==> src/rtl/dmem_ctrl.sv <==
// Load/store sequencer for the word-wide data_mem: sub-word stores use read-modify-write, loads are lane-extracted and extended.
// Optional misaligned-access trap is compiled in with `define DMEM_MISALIGN_TRAP_EN.
module dmem_ctrl #(
    parameter int REG_SIZE = 32,
    parameter int ADDR_W   = 32
) (
    input  logic                clk_i,
    input  logic                rst_ni,
    input  logic                req_i,
    input  logic                we_i,
    input  logic [1:0]          size_i,
    input  logic                unsigned_i,
    input  logic [ADDR_W-1:0]   addr_i,
    input  logic [REG_SIZE-1:0] wdata_i,
    output logic                ready_o,
    output logic                done_o,
    output logic [REG_SIZE-1:0] rdata_o,
    output logic                err_o,
    output logic                mem_we_o,
    output logic [ADDR_W-1:0]   mem_addr_o,
    output logic [REG_SIZE-1:0] mem_wdata_o,
    input  logic [REG_SIZE-1:0] mem_rdata_i
);

    typedef enum logic [1:0] {IDLE, RD, WR, ERR} state_t;

    state_t              state_q, state_d;
    logic [ADDR_W-1:0]   addr_q, addr_d;
    logic [ADDR_W-1:0]   memAddr_q, memAddr_d;
    logic [1:0]          off_q, off_d;
    logic [1:0]          size_q, size_d;
    logic                we_q, we_d;
    logic                uns_q, uns_d;
    logic [REG_SIZE-1:0] wdata_q, wdata_d;
    logic [REG_SIZE-1:0] merge_q, merge_d;

    logic [7:0]          byteVal;
    logic [15:0]         halfVal;
    logic [REG_SIZE-1:0] loadExt;
    logic [REG_SIZE-1:0] mergedWord;

`ifdef DMEM_MISALIGN_TRAP_EN
    logic misaligned;
    assign misaligned = ((size_i == 2'b01) && addr_i[0]) || (size_i[1] && (addr_i[1:0] != 2'b00));
    assign err_o      = (state_q == ERR);
`else
    assign err_o      = 1'b0;
`endif

    assign ready_o     = (state_q == IDLE);
    assign mem_addr_o  = ((state_q == RD) || (state_q == WR)) ? addr_q : memAddr_q;
    assign mem_wdata_o = mergedWord;

    always_ff @(posedge clk_i or negedge rst_ni) begin
        if (!rst_ni) begin
            state_q   <= IDLE;
            addr_q    <= '0;
            memAddr_q <= '0;
            off_q     <= 2'b00;
            size_q    <= 2'b00;
            we_q      <= 1'b0;
            uns_q     <= 1'b0;
            wdata_q   <= '0;
            merge_q   <= '0;
        end else begin
            state_q   <= state_d;
            addr_q    <= addr_d;
            memAddr_q <= memAddr_d;
            off_q     <= off_d;
            size_q    <= size_d;
            we_q      <= we_d;
            uns_q     <= uns_d;
            wdata_q   <= wdata_d;
            merge_q   <= merge_d;
        end
    end

    // Half accesses select by off[1] only, so an untrapped odd half address rounds down.
    always_comb begin
        byteVal = mem_rdata_i[{off_q, 3'b000} +: 8];
        halfVal = mem_rdata_i[{off_q[1], 4'b0000} +: 16];
        case (size_q)
            2'b00:   loadExt = {{(REG_SIZE-8){~uns_q & byteVal[7]}}, byteVal};
            2'b01:   loadExt = {{(REG_SIZE-16){~uns_q & halfVal[15]}}, halfVal};
            default: loadExt = mem_rdata_i;
        endcase
    end

    always_comb begin
        mergedWord = merge_q;
        case (size_q)
            2'b00:   mergedWord[{off_q, 3'b000} +: 8]     = wdata_q[7:0];
            2'b01:   mergedWord[{off_q[1], 4'b0000} +: 16] = wdata_q[15:0];
            default: mergedWord = wdata_q;
        endcase
    end

    always_comb begin
        state_d   = state_q;
        addr_d    = addr_q;
        memAddr_d = memAddr_q;
        off_d     = off_q;
        size_d    = size_q;
        we_d      = we_q;
        uns_d     = uns_q;
        wdata_d   = wdata_q;
        merge_d   = merge_q;
        done_o    = 1'b0;
        mem_we_o  = 1'b0;
        rdata_o   = '0;
        case (state_q)
            IDLE: begin
                if (req_i) begin
                    addr_d  = {addr_i[ADDR_W-1:2], 2'b00};
                    off_d   = addr_i[1:0];
                    size_d  = size_i;
                    we_d    = we_i;
                    uns_d   = unsigned_i;
                    wdata_d = wdata_i;
`ifdef DMEM_MISALIGN_TRAP_EN
                    if (misaligned)
                        state_d = ERR;
                    else
`endif
                    if (we_i && size_i[1])
                        state_d = WR;
                    else
                        state_d = RD;
                end
            end
            RD: begin
                memAddr_d = addr_q;
                if (we_q) begin
                    merge_d = mem_rdata_i;
                    state_d = WR;
                end else begin
                    done_o  = 1'b1;
                    rdata_o = loadExt;
                    state_d = IDLE;
                end
            end
            WR: begin
                memAddr_d = addr_q;
                mem_we_o  = 1'b1;
                done_o    = 1'b1;
                state_d   = IDLE;
            end
            default: begin
                // ERR: report completion without touching memory.
                done_o  = 1'b1;
                state_d = IDLE;
            end
        endcase
    end

endmodule

==> config.mk <==
export PLATFORM = sky130hd
export DESIGN_NAME = dmem_ctrl
export DESIGN_NICKNAME = d
export VERILOG_FILES = /design/src/rtl/dmem_ctrl.sv
export SDC_FILE = /design/constraint.sdc
export NUM_CORES = 1
export LEC_CHECK = 0
export BUFFER_PORTS_ARGS = -buffer_cell sky130_fd_sc_hd__buf_2
export CAP_MARGIN = 0
export CORE_AREA = 2 2 170 172
export CTS_CLUSTER_DIAMETER = 120
export CTS_CLUSTER_SIZE = 20
export DETAILED_ROUTE_END_ITERATION = 8
export DIE_AREA = 0 0 172 174
export SYNTH_ARGS = -nofsm -noshare
export SYNTH_HDL_FRONTEND = slang
export SYNTH_SLANG_ARGS = --single-unit
==> constraint.sdc <==
create_clock -name clk_i -period 4 [get_ports clk_i]
set_input_delay 0.6 -clock clk_i [delete_from_list [all_inputs] [get_ports clk_i]]
set_output_delay 0.6 -clock clk_i [all_outputs]
set_load 0.01 [all_outputs]
==> results.txt, run 1 <==
Outcome = finished, final reports clean
RSZ-0062 raised after global routing = no
Synth unique cells = 51
Pin count of the biggest net entering global routing = 72
FILL cells = 2955
Core Area = 28240 um^2
GPL Wtd Cong = 0.8236
Clock power frac = 19.4%
Setup Skew = 0.007857 ns
Clk sink count = 132
Post-Syn Area = 6914 um^2
Syn Area/Cell = 12.22 um^2
Syn Inst Count = 566
Commonest non-fill, non-tap cell in the layout = buf_2
Drt via density = 4.954
R2r setup slk = 1.99 ns
Num rows = 62
Die X = 172 um
Global-route wire length before repair = 34810 um
Initial Utilization = 24.49%
# IOs = 203
Post-DRT Antenna Nets = 0
Critical Path Start Type = register
Clk_lat worst skew = 0.42 ns
Comb power frac = 51.2%
Drt pass-1 iters = 9
FMAX = 276.9 MHz
Cts bufs inserted = 17
Critical Path Sink Type = primary output
Port Buf Inserts = 199
Final Cycle Share = 90.28%
DIE AREA = 29930 um^2
HPWL Detailed = 17520 um
Final-report hold violation count = 0
Post-synth EDFFs = 0
# DRC = 0
CTS Hold Bufs = 0
Yosys reg bits = 132
Critical Path AT = 3.01 ns
Leak = 3.922 nW
Fin util = 31.55%
Average routed wire per standard cell = 20.49 um
Setup bufs post-CTS = 0
Pint = 0.005227 W
Pins Over Slew Limit = 0
Most frequent cells in the layout = 198 x buf_2, 146 x mux2_2, 132 x dfrtp_1
Die Ht = 174 um
Setup-failing EPs final = 0
Slew Limit Headroom = 35.46%
Critical path type = register to primary output
Period minus WS final = 3.611 ns
Power Density = 983.0 nW/um^2
Layout cell share with drive strength beyond 1 = 52.56%
Vias in the first global route = 5489
Syn-to-layout area delta = 28.85%
Clk slew on worst S/H paths = 0.06 ns
Slew at the pin with the worst max-slew slack = 0.9660 ns
Setup TNS = 0 ns
Switching share of total power = 40.31%
Vias = 5687
Synth Flop Type = dfrtp_1
Root buf cell = clkbuf_16
Post-synth ARST share = 100.0%
YS warnings = 0
Worst VDD drop = 0.3918 mV
CTS tree = yes
Crit path required time = 3.40 ns
All-Layer GR Usage = 15.77%
Initial DRC count = 598
Max-cap viol count = 0
NetSw = 0.003530 W
Antenna violations before repair = 6
CTS Buffer Depth = 2
Total grt overflow = 0
Seq/Total Area, Yosys = 47.77%
Reg power frac = 29.4%
Max FO, Critical Path = 13
H-tree depth = 4
Layout Nets = 859
Post-cts resize count = 0
Post-Route WL = 23520 um
Hold Path Class = input pin to asynchronous set/reset pin
kinds of logic after synthesis:
group | count (synthesis) | share of synthesized area [%]
muxes | 154 | 26.38
AOI/OAI and AO/OA | 130 | 14.95
adders and majority gates | 8 | 1.448
other | 1 | 0.05424
and+or+nand+nor | 78 | 5.266
DFF | 132 | 47.77
buffers and inverters | 63 | 4.126
metal layers:
metal | part of all wire [%] | track usage, % | routed length (um)
met1 | 44 | 20.64 | 10320
met2 | 45 | 24.01 | 10490
met3 | 8.8 | 5.533 | 2073
met4 | 2.5 | 5.672 | 598
met5 | 0.17 | 0 | 41
sequential cells by signal, summed over array words and instances (netlist names):
signal,flops
addr_q,30
memAddr_q,30
merge_q,32
off_q,2
size_q,2
state_q,2
uns_q,1
wdata_q,32
we_q,1
path summary, 6_finish.rpt:
kind | from | endpoint | cells past startpoint
worst min register to register | memAddr_q[2]$_DFFE_PN0N_ | memAddr_q[2]$_DFFE_PN0N_ | 1
worst min-delay path | rst_ni | memAddr_q[10]$_DFFE_PN0N_ | 1
worst max register to register | state_q[0]$_DFFE_PN0P_ | addr_q[26]$_DFFE_PN0P_ | 4
min in group clk_i | addr_i[20] | addr_q[20]$_DFFE_PN0P_ | 2
max in group asynchronous | rst_ni | size_q[0]$_DFFE_PN0P_ | 2
worst max-delay path | off_q[1]$_DFFE_PN0P_ | mem_wdata_o[29] | 6
critical path: stages (launching register included):
cell	delay (ns)
dfrtp_1	0.60
inv_2	0.22
ha_1	0.29
nor4_1	0.53
nand4b_1	0.43
o221ai_1	0.35
buf_2	0.18
per-stage QoR:
step / power, W / setup WS (ns) / std cells / cell area, um^2 / hold slack [ns]
3_5_place_dp: 0.007093 / 0.8818 / 1113 / 8263 / 0.4844
3_3_place_gp: 0.007049 / 0.9635 / 1113 / 8263 / 0.4754
5_1_grt: 0.009334 / 0.2529 / 1145 / 8901 / 0.3302
6_report: 0.008757 / 0.3890 / 1148 / 8909 / 0.2801
2_1_floorplan: 0.005464 / 1.257 / 568 / 6922 / 0.3044
4_1_cts: 0.008845 / 0.4157 / 1145 / 8901 / 0.3138
Yosys cell counts, drive strengths merged, types with 2 or more instances:
| cell type | instances | area share (%) |
|---|---|---|
| nor3b | 3 | 0.33 |
| nand2b | 2 | 0.18 |
| dfrtp | 132 | 48 |
| mux2 | 146 | 24 |
| a32oi | 7 | 0.89 |
| a22o | 7 | 0.89 |
| a41oi | 6 | 0.76 |
| nor2 | 21 | 1.1 |
| buf | 22 | 1.9 |
| and2 | 2 | 0.18 |
| o211ai | 16 | 1.7 |
| o22ai | 8 | 0.72 |
| a2bb2oi | 8 | 1.0 |
| o221ai | 16 | 2.0 |
| a31oi | 9 | 0.81 |
| nor3 | 2 | 0.14 |
| inv | 15 | 0.81 |
| clkbuf | 25 | 1.4 |
| nor2b | 2 | 0.18 |
| mux4 | 8 | 2.6 |
| nand2 | 36 | 2.0 |
| a22oi | 30 | 3.3 |
| ha | 8 | 1.4 |
| o21ai | 2 | 0.14 |
| a2111oi | 8 | 1.0 |
| and2b | 2 | 0.22 |
| a21oi | 3 | 0.22 |
power by group through the flow:
| stage | combinational [W] | clock, W | sequential (W) |
|---|---|---|---|
| 4_1_cts | 0.00453 | 0.00175 | 0.00257 |
| 5_1_grt | 0.00487 | 0.00180 | 0.00266 |
| 6_report | 0.00448 | 0.00170 | 0.00257 |
| 2_1_floorplan | 0.00313 | 0 | 0.00233 |
| 3_5_place_dp | 0.00450 | 0 | 0.00259 |
| 3_3_place_gp | 0.00448 | 0 | 0.00257 |
cell type report:
type	instances	area (um^2)	share of cell area, %
clock inverters	14	198.9	2.233
multi-input cells	373	3341	37.50
inverters	16	60.06	0.6742
diodes	3	7.507	0.08427
clock buffers	18	439.2	4.930
flip-flops and latches	132	3303	37.08
well taps	384	480.5	5.393
repair buffers	208	1079	12.11
Power figures use the tool's default switching activity.
==> run 2: changes to the inputs <==
Settings changed: ABC_AREA set to 1, CORE_AREA 2 2 170 172 to 2 2 168 170, DIE_AREA 0 0 172 174 to 0 0 170 172.
==> run 2 against run 1 <==
Effect of this change: worst hold slack worse by 0.011 ns; sequential cell count is the same; die area decreased by 2.3%; combinational power fell by 11%; non-clock buffer count unchanged; sequential power shrank 6%; clock skew up 0.0030 ns; cell count is 12% higher; count of clock-buffer cells in the layout up 3.
==> results.txt, run 2 <==
Average routed wire per standard cell = 17.31 um
Crit path required time = 3.40 ns
Most frequent cells in the layout = 198 x buf_2, 148 x nand2_1, 132 x dfrtp_1
Top cells by area, synth = dfrtp_1 49%, mux2_2 13%, nand2_1 8.2%
Period minus WS final = 3.363 ns
Post-Syn Area = 6799 um^2
GPL Wtd Cong = 0.8229
Leak = 4.334 nW
Placed Cells = 1250
FMAX = 297.4 MHz
CP startpoint = off_q[1]$_DFFE_PN0P_
Syn-to-layout area delta = 28.47%
HPWL Detailed = 17090 um
# IOs = 203
Core Area = 27480 um^2
Antenna violations before repair = 8
Port Buf Inserts = 199
Post-Route WL = 22280 um
Critical Path Start Type = register
All-Layer GR Usage = 15.10%
Die X = 170 um
Clk sink count = 132
Initial Utilization = 24.74%
Drt pass-1 iters = 5
Vias = 5894
Layout Nets = 1034
Setup Skew = 0.01081 ns
# DRC = 0
Hold Path Class = input pin to asynchronous set/reset pin
Syn Inst Count = 737
Global-route wire length before repair = 33040 um
Final-report hold violation count = 0
Non-filler instance count after layout = 1287
Post-Route M1 WL = 9876 um
Critical Path AT = 2.76 ns
Yosys reg bits = 132
Synth area leader = dfrtp_1
H-tree depth = 4
Top flop regs = merge_q x32, wdata_q x32
CTS Buffer Depth = 2
Vias in the first global route = 5668
Outcome = finished, final reports clean
Post-synth top cells = 149 x nand2_1, 132 x dfrtp_1, 81 x mux2_2
Total grt overflow = 0
Pins Over Slew Limit = 0
Seq/Total Area, Yosys = 48.58%
Syn Area/Cell = 9.225 um^2
RSZ-0062 raised after global routing = no
Layout cell share with drive strength beyond 1 = 38.46%
Drt via density = 4.580
Num rows = 61
Clk slew on worst S/H paths = 0.06 ns
Max FO, Critical Path = 15
Max-cap viol count = 0
Synth unique cells = 35
Final instance area = 8735 um^2
Critical Path Sink Type = primary output
Root buf cell = clkbuf_16
Slew at the pin with the worst max-slew slack = 1.069 ns
Clk_lat worst skew = 0.42 ns
Pin count of the biggest net entering global routing = 99
Worst VDD drop = 0.4006 mV
Reg2Reg Launch Point = state_q[0]$_DFFE_PN0P_
Post-synth EDFFs = 0
Overall power = 0.008137 W
Setup bufs post-CTS = 0
Setup TNS = 0 ns
Post-DRT Antenna Nets = 0
DP Area = 8068 um^2
Met2 WL = 9604 um
CTS Hold Bufs = 0
Top cell type's share of synthesized area = 48.58%
Critical path type = register to primary output
Die Ht = 172 um
Initial DRC count = 414
Post-cts resize count = 0
Synth Flop Type = dfrtp_1
Highest metal used = met5
Slew Limit Headroom = 28.73%
Setup-failing EPs final = 0
YS warnings = 0
Met3 wire len = 1982 um
Top-count cell post-synth = nand2_1
CTS tree = yes
Commonest non-fill, non-tap cell in the layout = buf_2
Power Density = 931.6 nW/um^2
DIE AREA = 29240 um^2
Cts bufs inserted = 17
Final Cycle Share = 84.06%
Post-synth ARST share = 100.0%
[run 2: metrics by stage]
step	hold WS [ns]	util (%)	setup WS (ns)
after global placement	0.4634	29.36	1.154
after global routing	0.3589	31.74	0.4593
after CTS	0.3214	31.74	0.6537
after detailed placement	0.4747	29.36	1.105
after floorplan	0.3044	-	1.631
final	0.2688	31.79	0.6375
[run 2: layout make-up]
type / count / area (um^2)
fillers: 2946 / 18740
flip-flops and latches: 132 / 3303
multi-input cells: 488 / 2977
repair buffers: 208 / 1070
clock buffers: 21 / 480.5
well taps: 346 / 432.9
inverters: 76 / 285.3
clock inverters: 11 / 173.9
diodes: 5 / 12.51
[run 2: cells by family after synthesis]
group / Yosys count / synth area share (%)
mux: 81 / 13.42
fa+ha+maj: 8 / 1.472
compound gates: 155 / 13.45
other cells: 1 / 0.05516
simple gates: 241 / 15.16
flops: 132 / 48.58
buf+inv: 119 / 7.858
[run 2: report_power, final]
group	leakage (nW)	internal, W	switching (W)
clock	0.312	0.00111	0.000602
combinational	2.47	0.00164	0.00236
sequential	1.55	0.00202	0.000401
[run 2: metal layers]
metal	up-vias	track usage (%)
met5	-	0
met4	8	6.912
met3	45	5.150
met2	283	22.80
met1	2728	19.53
li1	2830	-
[run 2: critical path, stage by stage, from the launching register on]
cell and delay (ns):
dfrtp_1 0.67, inv_2 0.23, ha_1 0.35, inv_1 0.06
nor2_1 0.13, nand3_1 0.27, o221ai_1 0.42, buf_2 0.22
[run 2: worst paths after layout]
check | slack, ns | to | cells past startpoint
worst max-delay path | 0.64 | mem_wdata_o[8] | 7
worst min register to register | 0.49 | memAddr_q[18]$_DFFE_PN0N_ | 1
worst max register to register | 1.94 | addr_q[30]$_DFFE_PN0P_ | 4
min in group clk_i | 0.41 | addr_q[2]$_DFFE_PN0P_ | 2
worst min-delay path | 0.27 | merge_q[0]$_DFFE_PN0P_ | 1
max in group asynchronous | 2.88 | wdata_q[30]$_DFFE_PN0P_ | 2
==> run 3: changes to the inputs <==
Clock period 4 ns to 3.05 ns, I/O delays scaled along.
==> run 3 against run 2 <==
Effect of this change: sequential power rose by 31%; count of clock-buffer cells in the layout down 1; register-to-register slack worse by 0.86 ns; clock skew grew 0.00080 ns; via count rose by 0.39%; critical path type unchanged; critical endpoint is now mem_wdata_o[31]; highest routed layer unchanged; worst hold slack worse by 0.22 ns; final area grew 0.44%; first-iteration DRC count is 6.3% higher.
==> results.txt, run 3 (synthesis gave the netlist of run 2 again) <==
GPL Wtd Cong = 0.8484
Num rows = 61
Period minus WS final = 2.911 ns
Leak = 4.336 nW
Most frequent cells in the layout = 198 x buf_2, 148 x nand2_1, 132 x dfrtp_1
NetSw = 0.004446 W
# DRC = 0
Worst Reg-to-Reg Cells = 5
Syn-to-layout area delta = 29.04%
Non-filler instance count after layout = 1288
Clk sink count = 132
Average routed wire per standard cell = 17.42 um
Outcome = finished, final reports clean
Pins Over Slew Limit = 0
Antenna violations before repair = 6
CTS tree = yes
FILL cells = 2934
CP cell instances = inv_2 -> ha_1 -> clkinvlp_4 -> nand3_1 -> o22ai_1 -> nand2_1 -> o2111ai_1 -> buf_2
R2r setup slk = 1.08 ns
Vias = 5917
# IOs = 203
Crit path required time = 2.59 ns
Clock power frac = 20.1%
Final instance area = 8773 um^2
Reg-to-reg endpoint = addr_q[27]$_DFFE_PN0P_
Core Area = 27480 um^2
Drt pass-1 iters = 5
Switching share of total power = 41.82%
Final Cycle Share = 95.43%
Post-Route WL = 22440 um
Reg2Reg Launch Point = state_q[0]$_DFFE_PN0P_
CTS Buffer Depth = 2
Comb power frac = 50.0%
Max-cap viol count = 0
Layout cell share with drive strength beyond 1 = 39.15%
RSZ-0062 raised after global routing = no
Crit-path max cell delay = 0.46 ns
Max FO, Critical Path = 16
Pin count of the biggest net entering global routing = 65
Die Ht = 172 um
Die X = 170 um
Area of the multi-input gates = 2998 um^2
Top flop regs = merge_q x32, wdata_q x32
Root buf cell = clkbuf_16
Critical Path Start Type = register
Slew Limit Headroom = 56.55%
All-Layer GR Usage = 15.42%
HPWL Detailed = 17560 um
Commonest non-fill, non-tap cell in the layout = buf_2
Pint = 0.006184 W
Clk_lat worst skew = 0.41 ns
Setup bufs post-CTS = 0
Drt via density = 4.594
Critical Path AT = 2.45 ns
H-tree depth = 4
Power Density = 1212 nW/um^2
Post-DRT Antenna Nets = 0
Placed Cells = 1254
Total grt overflow = 0
DP Area = 8123 um^2
Vias in the first global route = 5782
FMAX = 343.6 MHz
Final-report hold violation count = 0
Hold WS = 0.05047 ns
Port Buf Inserts = 199
Initial DRC count = 440
Hold Path Class = input pin to asynchronous set/reset pin
Critical Path Sink Type = primary output
Slew at the pin with the worst max-slew slack = 0.6517 ns
Worst VDD drop = 0.5815 mV
Cts bufs inserted = 17
Setup-failing EPs final = 0
Global-route wire length before repair = 33740 um
Clk slew on worst S/H paths = 0.06 ns
Register area = 3303 um^2
Slowest-stage cell, CP = dfrtp_1
Fin util = 31.93%
Setup TNS = 0 ns
DIE AREA = 29240 um^2
Layout Nets = 1038
Reg power frac = 29.9%
Setup Skew = 0.01162 ns
Initial Utilization = 24.74%
Critical path type = register to primary output
run 3: metrics by stage:
step           total power, W  setup slack (ns)
3_3_place_gp         0.008466            0.4794
6_report              0.01063            0.1394
4_1_cts               0.01072           0.01924
3_5_place_dp         0.008538            0.4682
5_1_grt               0.01144          0.001624
2_1_floorplan        0.006596            0.8233
run 3: worst max path at each step:
stage	to	from	slack [ns]
after floorplan	mem_wdata_o[18]	off_q[0]$_DFFE_PN0P_	0.82
after global placement	mem_wdata_o[8]	off_q[1]$_DFFE_PN0P_	0.48
after detailed placement	mem_wdata_o[8]	off_q[1]$_DFFE_PN0P_	0.47
after CTS	mem_wdata_o[8]	off_q[1]$_DFFE_PN0P_	0.02
after global routing	mem_wdata_o[24]	off_q[1]$_DFFE_PN0P_	0.002
final	mem_wdata_o[31]	off_q[1]$_DFFE_PN0P_	0.14
run 3: area by class of cell:
| type | instances | share of cell area [%] |
|---|---|---|
| Multi-Input combinational cell | 488 | 34.17 |
| Sequential cell | 132 | 37.65 |
| Clock buffer | 20 | 5.319 |
| Timing Repair Buffer | 212 | 12.82 |
| Tap cell | 346 | 4.934 |
| Clock inverter | 12 | 1.754 |
| Inverter | 76 | 3.294 |
| Antenna cell | 2 | 0.05705 |
run 3: metal layers:
layer	share of wire (%)	track usage (%)	vias to the layer above
met2	44	24.06	250
met5	0.19	0	-
li1	-	-	2834
met3	9.0	5.104	38
met4	3.1	5.946	8
met1	43	19.85	2787
run 3: timing repair:
action | CTS | global route
gates resized for setup | 0 | 6
hold buffers | 0 | 0
setup endpoints to repair | 0 | 8
run 3: critical path: cells and delay by family, from the launching register on:
family          cells  cell delay [ns]
compound gates      2             0.27
fa+ha+maj           1             0.27
buf+inv             3             0.73
flops               1             0.46
simple gates        2             0.31
run 3: power by group through the flow:
stage / logic [W] / registers, W / clock network [W]
after floorplan: 0.00362 / 0.00297 / 0
after global placement: 0.00530 / 0.00317 / 0
after detailed placement: 0.00534 / 0.00319 / 0
after CTS: 0.00537 / 0.00317 / 0.00218
after global routing: 0.00591 / 0.00327 / 0.00227
final: 0.00532 / 0.00318 / 0.00213
